$ cat config.mk
export PLATFORM = sky130hd
export DESIGN_NAME = riscv_control_unit_flat
export DESIGN_NICKNAME = d
export VERILOG_FILES = /design/src/rtl/riscv_control_unit_if.sv /design/src/rtl/riscv_control_unit.sv /design/src/flat_wrapper.sv
export SDC_FILE = /design/constraint.sdc
export NUM_CORES = 1
export LEC_CHECK = 0
export ABC_AREA = 1
export CAP_MARGIN = 5
export CORE_UTILIZATION = 32
export DETAILED_ROUTE_END_ITERATION = 6
export PLACE_DENSITY = 0.78
export SKIP_CTS_REPAIR_TIMING = 1
export SLEW_MARGIN = 15
export SYNTH_ARGS = -nofsm -noshare
export SYNTH_HDL_FRONTEND = slang
export SYNTH_SLANG_ARGS = --single-unit
$ cat constraint.sdc
create_clock -name clk -period 1.6 [get_ports clk]
set_input_delay 0.24 -clock clk [delete_from_list [all_inputs] [get_ports clk]]
set_output_delay 0.24 -clock clk [all_outputs]
set_load 0.1 [all_outputs]
$ cat src/rtl/riscv_control_unit_if.sv
// Control-unit boundary: instruction/flags in from fetch and ALU, datapath controls out.
// The control unit uses the slave modport; whatever feeds it uses master.
interface riscv_control_unit_if #(
    parameter int unsigned XLEN = 32
);
    logic [XLEN-1:0] Instr;
    logic            Zero;
    logic            Negative;
    logic [1:0]      PCSrc;
    logic [1:0]      ResultSrc;
    logic            MemWrite;
    logic            ALUSrc;
    logic            RegWrite;
    logic [4:0]      ALUControl;
    logic [2:0]      ImmSrc;

    modport master (
        output Instr, Zero, Negative,
        input  PCSrc, ResultSrc, MemWrite, ALUSrc, RegWrite, ALUControl, ImmSrc
    );

    modport slave (
        input  Instr, Zero, Negative,
        output PCSrc, ResultSrc, MemWrite, ALUSrc, RegWrite, ALUControl, ImmSrc
    );
endinterface

$ cat src/rtl/riscv_control_unit.sv
// RV32I main + ALU decoder. Instruction is registered each cycle; controls decode
// from the register, and PCSrc also follows the live Zero/Negative flags for branches.
module riscv_control_unit #(
    parameter int unsigned XLEN = 32
) (
    input  logic                 clk,
    input  logic                 rst_n,
    riscv_control_unit_if.slave  bus
);
    localparam int unsigned ALU_W = 5;

    localparam logic [6:0] OP_R      = 7'b0110011;
    localparam logic [6:0] OP_I      = 7'b0010011;
    localparam logic [6:0] OP_LOAD   = 7'b0000011;
    localparam logic [6:0] OP_STORE  = 7'b0100011;
    localparam logic [6:0] OP_BRANCH = 7'b1100011;
    localparam logic [6:0] OP_JAL    = 7'b1101111;
    localparam logic [6:0] OP_JALR   = 7'b1100111;
    localparam logic [6:0] OP_LUI    = 7'b0110111;

    localparam logic [ALU_W-1:0] ALU_ADD  = 5'b00000;
    localparam logic [ALU_W-1:0] ALU_SUB  = 5'b00001;
    localparam logic [ALU_W-1:0] ALU_AND  = 5'b00010;
    localparam logic [ALU_W-1:0] ALU_OR   = 5'b00011;
    localparam logic [ALU_W-1:0] ALU_XOR  = 5'b00100;
    localparam logic [ALU_W-1:0] ALU_SLL  = 5'b00101;
    localparam logic [ALU_W-1:0] ALU_SRL  = 5'b00110;
    localparam logic [ALU_W-1:0] ALU_SRA  = 5'b00111;
    localparam logic [ALU_W-1:0] ALU_SLT  = 5'b01000;
    localparam logic [ALU_W-1:0] ALU_SLTU = 5'b01001;

    logic [XLEN-1:0] ir;

    // Instruction register; reset value is an illegal opcode so all controls idle at 0.
    always_ff @(posedge clk or negedge rst_n) begin
        if (!rst_n) ir <= '0;
        else        ir <= bus.Instr;
    end

    logic [6:0] opcode;
    logic [2:0] funct3;
    logic       f7b5;
    assign opcode = ir[6:0];
    assign funct3 = ir[14:12];
    assign f7b5   = ir[30];

    logic unused_ir_fields;
    assign unused_ir_fields = ^{ir[XLEN-1:31], ir[29:15], ir[11:7]};

    // Shared R/I arithmetic map; alt selects SUB/SRA where the encoding allows it.
    function automatic logic [ALU_W-1:0] arith_op(input logic [2:0] f3, input logic alt);
        case (f3)
            3'b000:  arith_op = alt ? ALU_SUB : ALU_ADD;
            3'b001:  arith_op = ALU_SLL;
            3'b010:  arith_op = ALU_SLT;
            3'b011:  arith_op = ALU_SLTU;
            3'b100:  arith_op = ALU_XOR;
            3'b101:  arith_op = alt ? ALU_SRA : ALU_SRL;
            3'b110:  arith_op = ALU_OR;
            default: arith_op = ALU_AND;
        endcase
    endfunction

    logic [1:0]       pc_src;
    logic [1:0]       result_src;
    logic             mem_write;
    logic             alu_src;
    logic             reg_write;
    logic [ALU_W-1:0] alu_control;
    logic [2:0]       imm_src;
    logic             taken;

    always_comb begin
        pc_src      = 2'b00;
        result_src  = 2'b00;
        mem_write   = 1'b0;
        alu_src     = 1'b0;
        reg_write   = 1'b0;
        alu_control = ALU_ADD;
        imm_src     = 3'b000;
        taken       = 1'b0;
        case (opcode)
            OP_R: begin
                reg_write   = 1'b1;
                alu_control = arith_op(funct3, f7b5);
            end
            OP_I: begin
                reg_write   = 1'b1;
                alu_src     = 1'b1;
                alu_control = arith_op(funct3, f7b5 & (funct3 != 3'b000));
            end
            OP_LOAD: begin
                reg_write  = 1'b1;
                alu_src    = 1'b1;
                result_src = 2'b01;
            end
            OP_STORE: begin
                mem_write = 1'b1;
                alu_src   = 1'b1;
                imm_src   = 3'b001;
            end
            // Unsigned compares use SLTU, so "less than" shows up as a non-zero result.
            OP_BRANCH: begin
                imm_src = 3'b010;
                case (funct3)
                    3'b000: begin alu_control = ALU_SUB;  taken = bus.Zero;      end
                    3'b001: begin alu_control = ALU_SUB;  taken = !bus.Zero;     end
                    3'b100: begin alu_control = ALU_SUB;  taken = bus.Negative;  end
                    3'b101: begin alu_control = ALU_SUB;  taken = !bus.Negative; end
                    3'b110: begin alu_control = ALU_SLTU; taken = !bus.Zero;     end
                    3'b111: begin alu_control = ALU_SLTU; taken = bus.Zero;      end
                    default: taken = 1'b0;
                endcase
                pc_src = taken ? 2'b01 : 2'b00;
            end
            OP_JAL: begin
                reg_write  = 1'b1;
                imm_src    = 3'b011;
                result_src = 2'b10;
                pc_src     = 2'b01;
            end
            OP_JALR: begin
                reg_write  = 1'b1;
                alu_src    = 1'b1;
                result_src = 2'b10;
                pc_src     = 2'b10;
            end
            OP_LUI: begin
                reg_write  = 1'b1;
                imm_src    = 3'b100;
                result_src = 2'b11;
            end
            default: ;
        endcase
    end

    assign bus.PCSrc      = pc_src;
    assign bus.ResultSrc  = result_src;
    assign bus.MemWrite   = mem_write;
    assign bus.ALUSrc     = alu_src;
    assign bus.RegWrite   = reg_write;
    assign bus.ALUControl = alu_control;
    assign bus.ImmSrc     = imm_src;
endmodule

$ cat src/flat_wrapper.sv
// flat-port wrapper written by rule: the top's interface ports become plain ports
module riscv_control_unit_flat 
#(
    parameter int unsigned XLEN = 32
)
  (clk, rst_n, bus_Instr, bus_Zero, bus_Negative, bus_PCSrc, bus_ResultSrc, bus_MemWrite, bus_ALUSrc, bus_RegWrite, bus_ALUControl, bus_ImmSrc);
  riscv_control_unit_if #(.XLEN(XLEN)) bus_i ();
  input  logic clk;
  input  logic rst_n;
  input wire logic [$bits(bus_i.Instr)-1:0] bus_Instr;
  input wire logic [$bits(bus_i.Zero)-1:0] bus_Zero;
  input wire logic [$bits(bus_i.Negative)-1:0] bus_Negative;
  output wire logic [$bits(bus_i.PCSrc)-1:0] bus_PCSrc;
  output wire logic [$bits(bus_i.ResultSrc)-1:0] bus_ResultSrc;
  output wire logic [$bits(bus_i.MemWrite)-1:0] bus_MemWrite;
  output wire logic [$bits(bus_i.ALUSrc)-1:0] bus_ALUSrc;
  output wire logic [$bits(bus_i.RegWrite)-1:0] bus_RegWrite;
  output wire logic [$bits(bus_i.ALUControl)-1:0] bus_ALUControl;
  output wire logic [$bits(bus_i.ImmSrc)-1:0] bus_ImmSrc;
  assign bus_i.Instr = bus_Instr;
  assign bus_i.Zero = bus_Zero;
  assign bus_i.Negative = bus_Negative;
  assign bus_PCSrc = bus_i.PCSrc;
  assign bus_ResultSrc = bus_i.ResultSrc;
  assign bus_MemWrite = bus_i.MemWrite;
  assign bus_ALUSrc = bus_i.ALUSrc;
  assign bus_RegWrite = bus_i.RegWrite;
  assign bus_ALUControl = bus_i.ALUControl;
  assign bus_ImmSrc = bus_i.ImmSrc;
  riscv_control_unit #(.XLEN(XLEN)) u_core (.clk(clk), .rst_n(rst_n), .bus(bus_i));
endmodule
Yosys cells after proc, flatten, opt, wreduce, memory -nomap -nowiden
Cells that the tools add are included.
Word-level totals
  output and inout port bits: 15
  bits in registers: 31
  input port bits: 36
  word-level logic and storage cells: 45
Cells by class
  reductions and logical operators: 11
  bitwise operators: 1
  eq/ne operators: 15
  mux-type cells: 17
Operators by type and width (count)
  $pmux 5 s7: 2
  $eq 7x6->1 const B: 3
  $eq 7x7->1 const B: 3
  $pmux 5 s3: 1
  $eq 3x3->1 const B: 4
  $pmux 2 s3: 2
  $pmux 3 s4: 1
  $mux 1: 9
  $pmux 4 s2: 1
  $reduce_or 2->1: 4
  $reduce_or 4->1: 2
  $eq 7x2->1 const B: 1
  $eq 7x5->1 const B: 1
  $eq 3x2->1 const B: 2
  $reduce_or 6->1: 1
  $pmux 1 s4: 1
  $eq 3x1->1 const B: 1
  $logic_not 3->1: 1
  $reduce_bool 3->1: 1
  $logic_not 1->1: 2
  $and 1x1->1: 1

Longest topological paths before layout
Gate-level depths: netlist of run 1.
  depth after elaboration: 6
  depth in mapped cells: 7
  gate-level depth less buffers: 7

Worst setup path before layout of run 1
No wires, ideal clock.
  path kind: register to output
  start point: reg u_core.ir[2]
  end point: out bus_ImmSrc[1]
  data arrival time: 2854 ps
  setup slack: -1494 ps
  stages on the path, launching flop included: 6
  path through: dfrtp_1 > inv_2 > nand2_2 > nor2_4 > inv_2 > o21ai_0
Between the ends
  longest elaborated chain between the ends: 2
RTL lines
  from (decl): line riscv_control_unit.sv:32  | logic [XLEN-1:0] ir;
  from (signal assigned): line riscv_control_unit.sv:37  | else ir <= bus.Instr;
  $eq 7x6->1 or $eq 7x7->1 (tied branches): line riscv_control_unit.sv:82  | case (opcode)
  $pmux 3 s4 (*): line riscv_control_unit.sv:82
  to (decl): line flat_wrapper.sv:19  | output wire logic [$bits(bus_i.ImmSrc)-1:0] bus_ImmSrc;
Mark *: on every way between the ends. The rest lies on a longest branch, timed or not.

Worst setup path after layout of run 1
  start point: reg u_core.ir[3]
  end point: out bus_ALUControl[3]
Between the ends
  longest elaborated chain between the ends: 2
RTL lines
  $eq 7x7->1, or another cell as far along: line riscv_control_unit.sv:82
  $pmux 5 s3 (*): line riscv_control_unit.sv:82
  to (decl): line flat_wrapper.sv:18  | output wire logic [$bits(bus_i.ALUControl)-1:0] bus_ALUControl;
Marks and branches as above.

==> flow_metrics.py, run 1 <==
metrics = {
    "sta": {
        "fmaxAchievable_mhz": 542,
        "fin_hold_ws_ns": 0.284,
        "hold_violations": 0,
        "period_share_pct": 115,
        "setup_slack_ns": -0.246,
        "setup_viol": 14,
        "maxSlewViolCount": 0,
        "rsz0062_at_grt": "true",
        "final.setup.tns_ns": -2.32,
        "min_period_ns": 1.85,
    },
    "cts": {
        "cts_tree": "built",
        "ctsLongestPathBuffers": 2,
        "cts_root_buffer": "clkbuf_4",
        "cts.clk_slew.worst_paths_ns": 0.06,
        "h-tree-depth": 1,
        "clock-sinks": 11,
        "numCtsBuffers": 3,
    },
    "layout": {
        "area_growth_pct": 98.2,
        "fillers": 133,
        "seq_area_um2": 278,
        "fin_util_pct": 70.6,
        "stdcell_count": 144,
        "largest_reg_flops": 11,
        "largest_register": "u_core.ir",
        "drive_gt1_share_pct": 50.4,
        "antennaDiodeCount": 0,
        "multi_input_area_um2": 402,
        "nets": 156,
        "top_regs": "u_core.ir: 11 flops",
    },
    "detailed_routing": {
        "vias": 652,
        "drtAntennaViolNets": 0,
        "wl_per_cell_um": 10.4,
        "initialDrtViolationCount": 15,
        "drcViolationCount": 0,
        "vias_per_cell": 4.53,
        "first_pass_iters": 4,
        "drt-total-wl_um": 1500,
    },
    "placement": {
        "numPortBuffers": 28,
        "dpl.cell_count": 133,
        "post-dp-hpwl_um": 1140,
        "place.gp.congestion": 0.670,
    },
    "setup_path": {
        "cp.arrival_ns": 1.61,
        "critPathLaunchType": "register",
        "endpoint_kind": "output pin",
        "path_common_cell": "nor2_4",
        "max_stage_delay_ns": 0.41,
        "worstPathCellList": "inv_2 -> nand2_2 -> nor2_4 -> inv_4 -> nor2_4 -> nand3_2 -> o21ai_2 -> buf_12",
        "crit_path_top_delay_cell": "dfrtp_1",
        "critPathKind": "register to output pin",
        "critPathRequiredTime_ns": 1.36,
        "cp_max_fo": 8,
    },
    "grt": {
        "antenna_found_initial": 0,
        "grt_overflow_total": 0,
        "grt_pass1_vias": 561,
        "grt_pass1_wl_um": 2130,
        "grt_max_degree": 12,
        "gr-usage-all-layers_pct": 13.9,
    },
    "hold_path": {
        "hold_path.class": "input pin to async pin",
    },
    "floorplan": {
        "rows": 15,
        "die_h_um": 46.8,
        "die_w_um": 46.8,
        "start_util_pct": 35.6,
        "num_io_pins": 51,
        "core-area_um2": 1800,
        "die_area_um2": 2190,
    },
    "job": {
        "drv_cap": 0,
    },
    "synth": {
        "syn_avg_cell_area_um2": 8.02,
        "netlist_top_cells_area": "dfrtp_1 43%, nand2_1 9.9%, nand3_1 8.6%, nor2_4 5.3%, inv_2 4.7%",
        "yosysSeqAreaShare_pct": 42.9,
        "synth.cell_area_um2": 642,
        "yosysWarnings": 0,
        "yosys_register_bits": 11,
        "synth_cells": 80,
        "yosysTopAreaCell": "dfrtp_1",
        "synth_fp_nets": 116,
        "synth_cell_type_count": 20,
        "yosys.area.top_type_share_pct": 42.9,
    },
    "power_and_ir_drop": {
        "leakage_nw": 0.582,
        "ir_worst_vdd_v": 0.000434,
        "p_per_area_nw_per_um2": 517,
    },
    "run_status": {
        "status": "complete, but fails checks",
        "violations": "setup timing",
    },
}
## final cells by class
class	count	share of cell area (%)
flip-flops and latches	11	21.8
inverters	13	4.03
repair buffers	36	38.1
multi-input cells	55	31.6
clock buffers	4	2.06
well taps	25	2.46
## path summary, 6_finish.rpt
path | start | to | slack, ns
worst min-delay path | rst_n | u_core.ir[1]$_DFF_PN0_ | 0.28
max in group asynchronous | rst_n | u_core.ir[6]$_DFF_PN0_ | 1.00
min in group clk | bus_Instr[0] | u_core.ir[0]$_DFF_PN0_ | 0.41
worst max-delay path | u_core.ir[3]$_DFF_PN0_ | bus_ALUControl[3] | -0.25
## worst max-delay path: cells and delay by family (launching register included)
kind | cells | cell delay [ns]
AOI/OAI and AO/OA | 1 | 0.10
buffers and inverters | 3 | 0.34
DFF | 1 | 0.41
and+or+nand+nor | 4 | 0.49
## metal layers
layer / part of all wire [%] / wire length, um / GRT usage [%]
met1: 40 / 596 / 17.8
met2: 54 / 808 / 22.8
met3: 4.4 / 66 / 1.15
met4: 1.6 / 24 / 8.57
met5: 0 / 0 / 0
## metrics by stage
stage,power (mW),setup slack [ns],area (um^2)
6_report,0.658,-0.246,1270
5_1_grt,0.699,-0.327,1270
4_1_cts,0.641,-0.262,1170
3_5_place_dp,0.464,0.0295,1140
3_3_place_gp,0.461,0.0698,1140
2_1_floorplan,0.399,-0.251,693
## kinds of logic after synthesis
kind of cell,after synthesis,synth area share [%]
AO/OA/AOI/OAI,5,5.65
other,1,0.584
flip-flops,11,42.9
buffers and inverters,14,8.77
AND/OR/NAND/NOR,49,42.1
## power by group
group	switching [mW]	internal, mW	total, mW
clock	0.0782	0.0960	0.174
combinational	0.0982	0.0748	0.173
sequential	0.0179	0.293	0.311
## Yosys cell counts, drive strengths merged
cell type	instances
nand3	13
nand3b	1
nand2	21
nand4	4
inv	13
a211oi	1
buf	1
nor3	3
dfrtp	11
o21ai	4
nor2	7
conb	1
## cell usage in the layout, fill, tap and decap left out, types with 2 or more instances in the layout
cell type	count
clkbuf_4	3
clkdlybuf4s50_1	14
nor2_1	2
nand3_1	8
dfrtp_1	9
o21ai_2	2
nor3_4	2
dfrtp_2	2
nand2_2	5
nand4_1	4
nand2_1	13
inv_1	4
buf_12	14
nand2_4	3
inv_2	8
buf_4	7
nor2_4	5
nand3_2	4
No activity file was read; power rests on OpenSTA's default activity.
==> inputs of run 2 (changes only) <==
CAP_MARGIN = 20   (was 5)
CORE_UTILIZATION = 29   (was 32)
PLACE_DENSITY = 0.75   (was 0.78)
clock period = 1.5 ns   (was 1.6 ns; I/O delays follow)
==> flow_metrics.py, run 2 (synthesis gave the netlist of run 1 again) <==
metrics = {
    "sta": {
        "rsz0062_at_grt": "true",
        "hold_violations": 0,
        "min_period_ns": 1.83,
        "fmaxAchievable_mhz": 547,
        "setup_slack_ns": -0.328,
        "setup_viol": 14,
        "maxSlewViolCount": 0,
        "period_share_pct": 122,
        "final.setup.tns_ns": -3.48,
    },
    "floorplan": {
        "rows": 16,
        "die_area_um2": 2410,
        "die_w_um": 49.0,
        "core-area_um2": 2020,
        "num_io_pins": 51,
        "start_util_pct": 31.7,
        "die_h_um": 49.0,
    },
    "power_and_ir_drop": {
        "leakage_nw": 0.603,
        "finalPower_mw": 0.704,
        "ir_worst_vdd_v": 0.000563,
        "p_per_area_nw_per_um2": 535,
    },
    "grt": {
        "grt_pass1_vias": 720,
        "gr-usage-all-layers_pct": 14.9,
        "grt_overflow_total": 0,
        "antenna_found_initial": 0,
        "grt_max_degree": 12,
        "grt_pass1_wl_um": 2800,
    },
    "setup_path": {
        "cp.arrival_ns": 1.60,
        "crit_cells": 6,
        "path_buf_inv": 3,
        "cp_top_family": "simple AND/OR/NAND/NOR gates",
        "critPathKind": "register to output pin",
        "startpoint": "u_core.ir[3]$_DFF_PN0_",
        "max_stage_delay_ns": 0.39,
        "cp_max_fo": 4,
        "critPathLaunchType": "register",
        "crit_path_top_delay_cell": "dfrtp_1",
        "crit_end": "bus_RegWrite",
        "worstPathCellList": "buf_4 -> buf_6 -> nor3_4 -> nand3_2 -> nand4_1 -> buf_12",
        "endpoint_kind": "output pin",
        "critPathRequiredTime_ns": 1.27,
    },
    "layout": {
        "top_regs": "u_core.ir: 11 flops",
        "drive_gt1_share_pct": 50.8,
        "layout_common_cells": "14 x clkdlybuf4s50_1, 14 x buf_12, 13 x nand2_1",
        "antennaDiodeCount": 0,
        "area_growth_pct": 105,
        "largest_register": "u_core.ir",
        "largest_reg_flops": 11,
        "nets": 161,
    },
    "detailed_routing": {
        "wl_per_cell_um": 10.4,
        "initialDrtViolationCount": 2,
        "drcViolationCount": 0,
        "vias_per_cell": 4.56,
        "drtAntennaViolNets": 0,
        "vias": 688,
        "drt-total-wl_um": 1570,
        "first_pass_iters": 4,
    },
    "run_status": {
        "status": "complete, but fails checks",
        "violations": "setup timing",
    },
    "cts": {
        "clock-sinks": 11,
        "numCtsBuffers": 3,
        "cts_tree": "built",
        "cts.clk_slew.worst_paths_ns": 0.06,
        "ctsLongestPathBuffers": 2,
        "h-tree-depth": 1,
        "cts_root_buffer": "clkbuf_4",
    },
    "job": {
        "drv_cap": 0,
    },
    "placement": {
        "place.gp.congestion": 0.684,
        "post-dp-hpwl_um": 1330,
        "numPortBuffers": 28,
    },
    "hold_path": {
        "hold_path.class": "input pin to async pin",
    },
}
==> run 2: cell type report <==
cell class / count / area (um^2)
multi-input combinational: 55 / 403
tap: 27 / 33.8
inverter: 13 / 52.6
fill: 159 / 706
clock buffer: 4 / 26.3
sequential: 11 / 275
timing repair buffer: 41 / 526
==> run 2: worst min-delay path by stage <==
stage               cells past startpoint                     end  slack (ns)   from
floorplan                               0  u_core.ir[0]$_DFF_PN0_       -0.07  rst_n
global placement                        1  u_core.ir[0]$_DFF_PN0_        0.55  rst_n
detailed placement                      1  u_core.ir[5]$_DFF_PN0_        0.56  rst_n
CTS                                     1  u_core.ir[4]$_DFF_PN0_        0.28  rst_n
global route                            1  u_core.ir[5]$_DFF_PN0_        0.29  rst_n
finish                                  1  u_core.ir[4]$_DFF_PN0_        0.28  rst_n
==> run 2: power by group <==
| group | switching, mW | total (mW) | internal (mW) |
|---|---|---|---|
| clock network | 0.0802 | 0.182 | 0.102 |
| logic | 0.107 | 0.192 | 0.0852 |
| registers | 0.0171 | 0.329 | 0.312 |
| total | 0.204 | 0.704 | 0.499 |
==> run 2: per-stage QoR <==
step	util, %	setup WS, ns	hold slack (ns)	area, um^2	instances
after floorplan	-	-0.336	-0.0706	714	80
after CTS	62.4	-0.320	0.280	1260	148
after detailed placement	61.1	-0.0251	0.564	1240	144
after global routing	65.1	-0.401	0.293	1320	151
final	65.1	-0.328	0.276	1320	151
after global placement	61.1	0.00437	0.553	1240	144
==> run 2: metal layers <==
layer	vias to the layer above	GRT usage [%]	wire length [um]
met3	2	2.18	50
met1	319	16.5	607
li1	346	-	-
met5	-	0	0
met2	21	27.8	890
met4	0	6.37	21
==> inputs of run 3 (changes only) <==
REMOVE_ABC_BUFFERS = 1   (was default)
==> flow_metrics.py, run 3 (synthesis gave the netlist of run 1 again) <==
metrics = {
    "run_status": {
        "status": "complete, but fails checks",
        "violations": "setup timing",
    },
    "detailed_routing": {
        "vias": 742,
        "drcViolationCount": 0,
        "wl_per_cell_um": 12.2,
        "initialDrtViolationCount": 17,
        "drtAntennaViolNets": 0,
        "drt-total-wl_um": 1870,
        "vias_per_cell": 4.85,
        "first_pass_iters": 5,
    },
    "grt": {
        "grt_max_degree": 12,
        "grt_util_met3_pct": 3.12,
        "antenna_found_initial": 0,
        "met2_usage_pct": 27.5,
        "grt_overflow_total": 0,
        "grt_util_met1_pct": 15.3,
        "busiest_layer": "met2",
        "grt_pass1_vias": 690,
        "grt_pass1_wl_um": 2770,
        "gr-usage-all-layers_pct": 15.2,
    },
    "floorplan": {
        "die_w_um": 49.0,
        "core-area_um2": 2020,
        "num_io_pins": 51,
        "die_area_um2": 2410,
        "start_util_pct": 31.7,
        "die_h_um": 49.0,
        "rows": 16,
    },
    "cts": {
        "cts_root_buffer": "clkbuf_4",
        "ctsLongestPathBuffers": 2,
        "numCtsBuffers": 3,
        "h-tree-depth": 1,
        "cts.clk_slew.worst_paths_ns": 0.06,
        "cts_tree": "built",
        "clock-sinks": 11,
    },
    "layout": {
        "largest_register": "u_core.ir",
        "antennaDiodeCount": 0,
        "area_growth_pct": 102,
        "fillers": 152,
        "seq_area_um2": 279,
        "nets": 163,
        "drive_gt1_share_pct": 57.1,
        "largest_reg_flops": 11,
        "top_regs": "u_core.ir: 11 flops",
        "layout_common_cells": "14 x clkdlybuf4s50_1, 14 x buf_12, 14 x buf_4",
        "multi_input_area_um2": 369,
    },
    "setup_path": {
        "critPathRequiredTime_ns": 1.27,
        "path_buf_inv": 2,
        "endpoint_kind": "output pin",
        "startpoint": "u_core.ir[4]$_DFF_PN0_",
        "cp_top_family": "flip-flops",
        "max_stage_delay_ns": 0.39,
        "cp_max_fo": 3,
        "critPathKind": "register to output pin",
        "worstPathCellList": "inv_2 -> nand2_2 -> nor2_4 -> nand4_1 -> o21ai_0 -> buf_12",
        "cp.arrival_ns": 1.53,
        "crit_path_top_delay_cell": "dfrtp_1",
        "critPathLaunchType": "register",
    },
    "sta": {
        "fin_hold_ws_ns": 0.275,
        "fmaxAchievable_mhz": 568,
        "hold_violations": 0,
        "maxSlewViolCount": 0,
        "period_share_pct": 117,
        "setup_viol": 14,
        "setup_slack_ns": -0.259,
        "min_period_ns": 1.76,
        "rsz0062_at_grt": "true",
    },
    "hold_path": {
        "hold_path.class": "input pin to async pin",
    },
    "power_and_ir_drop": {
        "p_per_area_nw_per_um2": 548,
        "leakage_nw": 0.595,
        "ir_worst_vdd_v": 0.000601,
        "finalPower_mw": 0.711,
    },
    "job": {
        "drv_cap": 0,
    },
    "placement": {
        "post-dp-hpwl_um": 1360,
        "numPortBuffers": 28,
        "place.gp.congestion": 0.724,
    },
}
-- run 3: cell types whose count changed in the layout (fill, tap and decap cells not counted), moves of 3 or more --
cell / before / now
dfrtp_2: 0 / 3
nand3_1: 9 / 6
dfrtp_1: 11 / 8
nand2_2: 4 / 9
nand3_2: 3 / 7
buf_4: 11 / 14
nand2_4: 4 / 0
nor3_4: 3 / 0
-- run 3: metal layers --
layer	vias up	share of wire, %	routed length, um
met5	-	0	0
met4	0	3.4	64
met3	8	6.0	112
met2	36	53	991
met1	345	37	697
li1	353	-	-
-- run 3: cell type report --
| type | instances | area share, % |
|---|---|---|
| Timing Repair Buffer | 43 | 41.4 |
| Multi-Input combinational cell | 55 | 28.5 |
| Sequential cell | 11 | 21.5 |
| Inverter | 13 | 3.96 |
| Tap cell | 27 | 2.61 |
| Clock buffer | 4 | 2.03 |
-- run 3: path summary, 6_finish.rpt --
kind / to / depth (start not counted)
setup / recovery: bus_ImmSrc[1] / 6
hold / removal: u_core.ir[6]$_DFF_PN0_ / 1
max in group asynchronous: u_core.ir[12]$_DFF_PN0_ / 1
min in group clk: u_core.ir[3]$_DFF_PN0_ / 1
-- run 3: report_power, final --
part | leakage [nW] | internal, mW | total, mW | switching, mW
logic | 0.455 | 0.0868 | 0.197 | 0.111
clock network | 0.0150 | 0.102 | 0.184 | 0.0813
registers | 0.125 | 0.313 | 0.330 | 0.0170
total | 0.595 | 0.502 | 0.711 | 0.209
-- run 3: metrics by stage --
stage	setup slack, ns	utilization (%)	setup TNS [ns]	area, um^2	std cells
after CTS	-0.326	57.7	-3.07	1170	145
after global routing	-0.335	64.1	-3.86	1300	153
after floorplan	-1.58	-	-6.97	634	79
after global placement	0.0332	56.4	0	1140	141
after detailed placement	-0.0264	56.4	-0.0323	1140	141
final	-0.259	64.1	-2.84	1300	153
